`config.mk`:
```
export PLATFORM = sky130hd
export DESIGN_NAME = load_use_stall_ctrl
export DESIGN_NICKNAME = d
export VERILOG_FILES = /design/src/rtl/load_use_stall_ctrl.sv
export SDC_FILE = /design/constraint.sdc
export NUM_CORES = 1
export LEC_CHECK = 0
export BUFFER_PORTS_ARGS = -buffer_cell sky130_fd_sc_hd__buf_2
export CAP_MARGIN = 20
export CORE_UTILIZATION = 52
export CTS_BUF_LIST = sky130_fd_sc_hd__clkbuf_8
export DETAILED_ROUTE_END_ITERATION = 10
export GPL_TIMING_DRIVEN = 0
export PLACE_DENSITY = 0.82
export SLEW_MARGIN = 10
export SYNTH_ARGS = -nofsm -noshare
export SYNTH_HDL_FRONTEND = slang
export SYNTH_SLANG_ARGS = --single-unit
```
`constraint.sdc`:
```
create_clock -name clk -period 2.9 [get_ports clk]
set_clock_uncertainty 0.05 [all_clocks]
set_input_delay 0.145 -clock clk [delete_from_list [all_inputs] [get_ports clk]]
set_output_delay 0.145 -clock clk [all_outputs]
set_load 0.02 [all_outputs]
```
`src/rtl/load_use_stall_ctrl.sv`:
```
// Load-use hazard controller: tracks the single in-flight load (EX -> MEM) and
// stalls/bubbles younger ID instructions that need its result too early.
module load_use_stall_ctrl #(
  parameter int unsigned MEM_TIMEOUT = 15,
  parameter int unsigned CNT_W       = 16
) (
  input  logic             clk,
  input  logic             reset,
  input  logic             id_valid_ip,
  input  logic [6:0]       id_opcode_ip,
  input  logic [4:0]       id_rs1_ip,
  input  logic [4:0]       id_rs2_ip,
  input  logic [4:0]       id_rd_ip,
  input  logic             mem_ack_ip,
  input  logic             flush_en_ip,
  output logic             stall_op,
  output logic             bubble_op,
  output logic [4:0]       pend_rd_op,
  output logic             mem_timeout_op,
  output logic [CNT_W-1:0] stall_cycles_op
);

  localparam logic [6:0] OPC_LOAD   = 7'b0000011;
  localparam logic [6:0] OPC_STORE  = 7'b0100011;
  localparam logic [6:0] OPC_BRANCH = 7'b1100011;
  localparam logic [6:0] OPC_OP     = 7'b0110011;
  localparam logic [6:0] OPC_OPIMM  = 7'b0010011;
  localparam logic [6:0] OPC_JALR   = 7'b1100111;

  localparam int unsigned TW = (MEM_TIMEOUT < 1) ? 1 : $clog2(MEM_TIMEOUT + 1);
  localparam logic [TW-1:0] TMO_LIM = TW'(MEM_TIMEOUT);

  typedef enum logic [1:0] {IDLE, LD_EX, LD_MEM} state_e;

  state_e           state_q, state_d;
  logic [4:0]       pend_rd_q, pend_rd_d;
  logic [TW-1:0]    wait_cnt_q, wait_cnt_d;
  logic             timeout_q, timeout_d;
  logic [CNT_W-1:0] stall_cnt_q, stall_cnt_d;

  logic use_rs1, use_rs2;
  logic dep, is_load, blocked, stall, issue;
  logic [TW-1:0] wait_inc;

  always_comb begin
    use_rs1 = 1'b0;
    use_rs2 = 1'b0;
    case (id_opcode_ip)
      OPC_OP, OPC_STORE, OPC_BRANCH: begin
        use_rs1 = 1'b1;
        use_rs2 = 1'b1;
      end
      OPC_OPIMM, OPC_LOAD, OPC_JALR: use_rs1 = 1'b1;
      default: ;
    endcase
  end

  // pend_rd_q is zero whenever no load is in flight, so x0 never matches.
  assign dep = id_valid_ip && (pend_rd_q != 5'd0) &&
               ((use_rs1 && (id_rs1_ip == pend_rd_q)) ||
                (use_rs2 && (id_rs2_ip == pend_rd_q)));

  assign is_load = id_valid_ip && (id_opcode_ip == OPC_LOAD);
  assign blocked = (state_q == LD_EX) || ((state_q == LD_MEM) && !mem_ack_ip);
  assign stall   = (dep || is_load) && blocked && !flush_en_ip && !reset;
  assign issue   = is_load && !stall && !flush_en_ip;
  assign wait_inc = wait_cnt_q + 1'b1;

  always_comb begin
    state_d     = state_q;
    pend_rd_d   = pend_rd_q;
    wait_cnt_d  = '0;
    timeout_d   = timeout_q;
    stall_cnt_d = stall_cnt_q;

    case (state_q)
      IDLE: begin
        if (issue) begin
          state_d   = LD_EX;
          pend_rd_d = id_rd_ip;
        end
      end
      LD_EX: state_d = LD_MEM;
      LD_MEM: begin
        if (mem_ack_ip) begin
          if (issue) begin
            state_d   = LD_EX;
            pend_rd_d = id_rd_ip;
          end else begin
            state_d   = IDLE;
            pend_rd_d = '0;
          end
        end else begin
          // Counter parks at the limit; the FSM keeps waiting for the ack.
          wait_cnt_d = (wait_cnt_q == TMO_LIM) ? wait_cnt_q : wait_inc;
          if (wait_inc == TMO_LIM) timeout_d = 1'b1;
        end
      end
      default: begin
        state_d   = IDLE;
        pend_rd_d = '0;
      end
    endcase

    if (stall && (stall_cnt_q != '1)) stall_cnt_d = stall_cnt_q + 1'b1;
  end

  always_ff @(posedge clk or posedge reset) begin
    if (reset) begin
      state_q     <= IDLE;
      pend_rd_q   <= '0;
      wait_cnt_q  <= '0;
      timeout_q   <= 1'b0;
      stall_cnt_q <= '0;
    end else begin
      state_q     <= state_d;
      pend_rd_q   <= pend_rd_d;
      wait_cnt_q  <= wait_cnt_d;
      timeout_q   <= timeout_d;
      stall_cnt_q <= stall_cnt_d;
    end
  end

  assign stall_op        = stall;
  assign bubble_op       = (stall || flush_en_ip) && !reset;
  assign pend_rd_op      = pend_rd_q;
  assign mem_timeout_op  = timeout_q;
  assign stall_cycles_op = stall_cnt_q;

endmodule

```
==> impl_metrics.env <==
export IMPL_outcome="finished clean"
export IMPL_grt_pass1_wl_um=5470
export IMPL_fmax_mhz=415
export IMPL_synth_edff_count=0
export IMPL_antenna_cells=0
export IMPL_fill_cells=236
export IMPL_ys_ff_latch=28
export IMPL_grt_setup_unrepaired="false"
export IMPL_slew_headroom_pct=64.0
export IMPL_io_pin_count=51
export IMPL_detail_route_antenna_nets=0
export IMPL_synth_ff_type="dfrtp_1"
export IMPL_finalSetupViolCount=0
export IMPL_ir_worst_vdd_v=0.000338
export IMPL_critPathKind="register to register"
export IMPL_cts_root_buf="clkbuf_8"
export IMPL_slowest_stage="dfrtp_1"
export IMPL_arrival_ns=2.53
export IMPL_syn_area_um2=1520
export IMPL_async_flop_share_pct=100
export IMPL_clkTransAtPathRegs_ns=0.10
export IMPL_drt_pass1_iter_count=4
export IMPL_yosysTopAreaCell="dfrtp_1"
export IMPL_grt_total_usage_pct=21.9
export IMPL_cp_slowest_stage_delay_ns=0.41
export IMPL_synth_commonest_cells="dfrtp_1 (28), xnor2_1 (19), nand2_1 (17)"
export IMPL_die_w_um=56
export IMPL_hold_violations=0
export IMPL_clock_sinks=28
export IMPL_worstMarginPinSlew_ns=0.527
export IMPL_min_period_ns=2.41
export IMPL_fin_area_um2=1910
export IMPL_drive_gt1_share_pct=29.1
export IMPL_via_per_inst=5.52
export IMPL_core_um2=2760
export IMPL_yosysWarnings=0
export IMPL_syn_nets=180
export IMPL_worstSetupEndpointType="register"
export IMPL_fin_cells=237
export IMPL_postSynthCellCount=150
export IMPL_crit_path_start_kind="register"
export IMPL_cp_cell_sequence="or3b_1 > buf_6 > a211o_1 > a211o_1 > a31oi_4 > nand2_1 > mux2_4"
export IMPL_placed_area_um2=1810
export IMPL_p_leak_uw=0.000981
export IMPL_die_y_um=56
export IMPL_cpMostUsedCell="a211o_1"
export IMPL_crit_required_ns=3.02
export IMPL_p_per_area_nw_per_um2=402
export IMPL_netlist_top_cells_area="dfrtp_1 (46%), xnor2_1 (11%), xor2_1 (5.2%), nand2_1 (4.2%), nand4_1 (3.7%)"
export IMPL_cts_buffer_depth=2
export IMPL_place_inst=231
export IMPL_first_global_vias=1285
export IMPL_totalWireLength_um=3350
export IMPL_synth_top_area_share_pct=46.2
export IMPL_num_rows=19
export IMPL_drc_errors=0
export IMPL_ys_seq_area_share_pct=46.2
export IMPL_post_cts_buffers=0
export IMPL_grt_antenna_before_repair=0
export IMPL_grt_max_degree=30
export IMPL_fin_tns_setup_ns=0
export IMPL_ys_types=33
export IMPL_numCtsBuffers=3
export IMPL_path_delay_family="compound AO/OA/AOI/OAI gates"
export IMPL_cp_num_buf_inv=1
export IMPL_cap_violations=0
export IMPL_initialDrtViolationCount=68
export IMPL_dp_hpwl_um=2500
export IMPL_area_growth_pct=26.2
export IMPL_cp_max_fo=8
export IMPL_synth_most_common_cell="dfrtp_1"
export IMPL_gp_congestion=0.863
export IMPL_slew_viol_final=0
export IMPL_overflow=0
export IMPL_fin_crit_sh_pct=83.1
export IMPL_htreeDepth=1
export IMPL_syn_area_per_cell_um2=10.1
export IMPL_cts_tree="done"
export IMPL_worstSkewPairLatency_ns=0.27
export IMPL_nets=237
export IMPL_hold_class="input port to register"
export IMPL_num_vias=1309
export IMPL_wire_per_inst_um=14.1
export IMPL_io_buffer_count=50
export IMPL_initial_core_util_pct=55.0
export IMPL_design_die_area_um2=3140
==> layout by cell type (no fill, tap or decap), types with 4 or more instances in the layout <==
master,instances
and3_1,8
buf_2,50
dfrtp_1,28
inv_1,4
nand2_1,17
nand3_1,11
nand4_1,9
nor2_1,5
o21ai_0,5
xnor2_1,19
xor2_1,9
==> power by group <==
part           total (µW)  internal [µW]  leakage [µW]  switching, µW
logic                66.4           32.6      0.000560           33.8
clock network         304            185     0.0000357            119
registers             399            393      0.000385           5.29
==> path summary, 6_finish.rpt <==
path                                 from                  to  slack (ns)  cells after the start
setup / recovery               state_q[0]  stall_cycles_op[1]        0.49                      7
hold / removal                id_rd_ip[2]       pend_rd_op[2]        0.04                      3
setup reg to reg               state_q[0]  stall_cycles_op[1]        0.49                      7
hold reg to reg            mem_timeout_op      mem_timeout_op        0.44                      2
max in group asynchronous           reset       pend_rd_op[4]        1.96                      4
min in group asynchronous           reset  stall_cycles_op[8]        0.39                      3
==> metrics by stage <==
stage | power (µW) | worst slack [ns] | hold slack (ns) | util [%]
final | 769 | 0.489 | 0.0405 | 69.4
after CTS | 769 | 0.485 | 0.0332 | 68.1
after global placement | 464 | 0.553 | 0.297 | 65.5
after global routing | 796 | 0.362 | 0.0403 | 69.4
after detailed placement | 467 | 0.522 | 0.316 | 65.5
after floorplan | 437 | 0.661 | 0.169 | -
==> worst register-to-register path, cell delays in order, from the launching register on <==
cell and delay (ns):
dfrtp_1 0.41, or3b_1 0.39, buf_6 0.14, a211o_1 0.27
a211o_1 0.31, a31oi_4 0.26, nand2_1 0.16, mux2_4 0.32
==> layer usage <==
metal	global-route usage, %	up-vias	wire length [µm]
met5	0	-	0
met4	5.57	0	17
met3	2.79	2	102
met2	41.5	31	1850
met1	25.9	636	1380
li1	-	640	-
==> layout make-up <==
cell class	instances	area, µm²	share of cell area (%)
Buffer	4	30.0	1.57
Clock buffer	3	41.3	2.16
Clock inverter	1	30.0	1.57
Inverter	4	15.0	0.784
Multi-Input combinational cell	114	771	40.3
Sequential cell	28	701	36.6
Tap cell	31	38.8	2.03
Timing Repair Buffer	52	288	15.0
==> cell families (layout without fill, tap and decap cells) <==
logic type	count (synthesis)	in the layout	share of synthesized area (%)
muxes	2	2	1.65
DFF	28	28	46.2
and+or+nand+nor	62	62	21.3
xor gates and xnor gates	28	28	16.2
AOI/OAI and AO/OA	19	19	9.24
adders and majority gates	3	3	2.48
buffers and inverters	8	64	2.97
==> repair_timing <==
item / in CTS / in global routing
hold buffers: 0 / 1
hold endpoints to repair: 0 / 8
resized for setup: 0 / 0
==> flip-flops by register name, summed over array words and instances, names as in the netlist <==
| name | count |
|---|---|
| wait_cnt_q | 4 |
| pend_rd_op | 5 |
| stall_cycles_op | 16 |
| state_q | 2 |
| mem_timeout_op | 1 |
No activity file was read; power rests on OpenSTA's default activity.
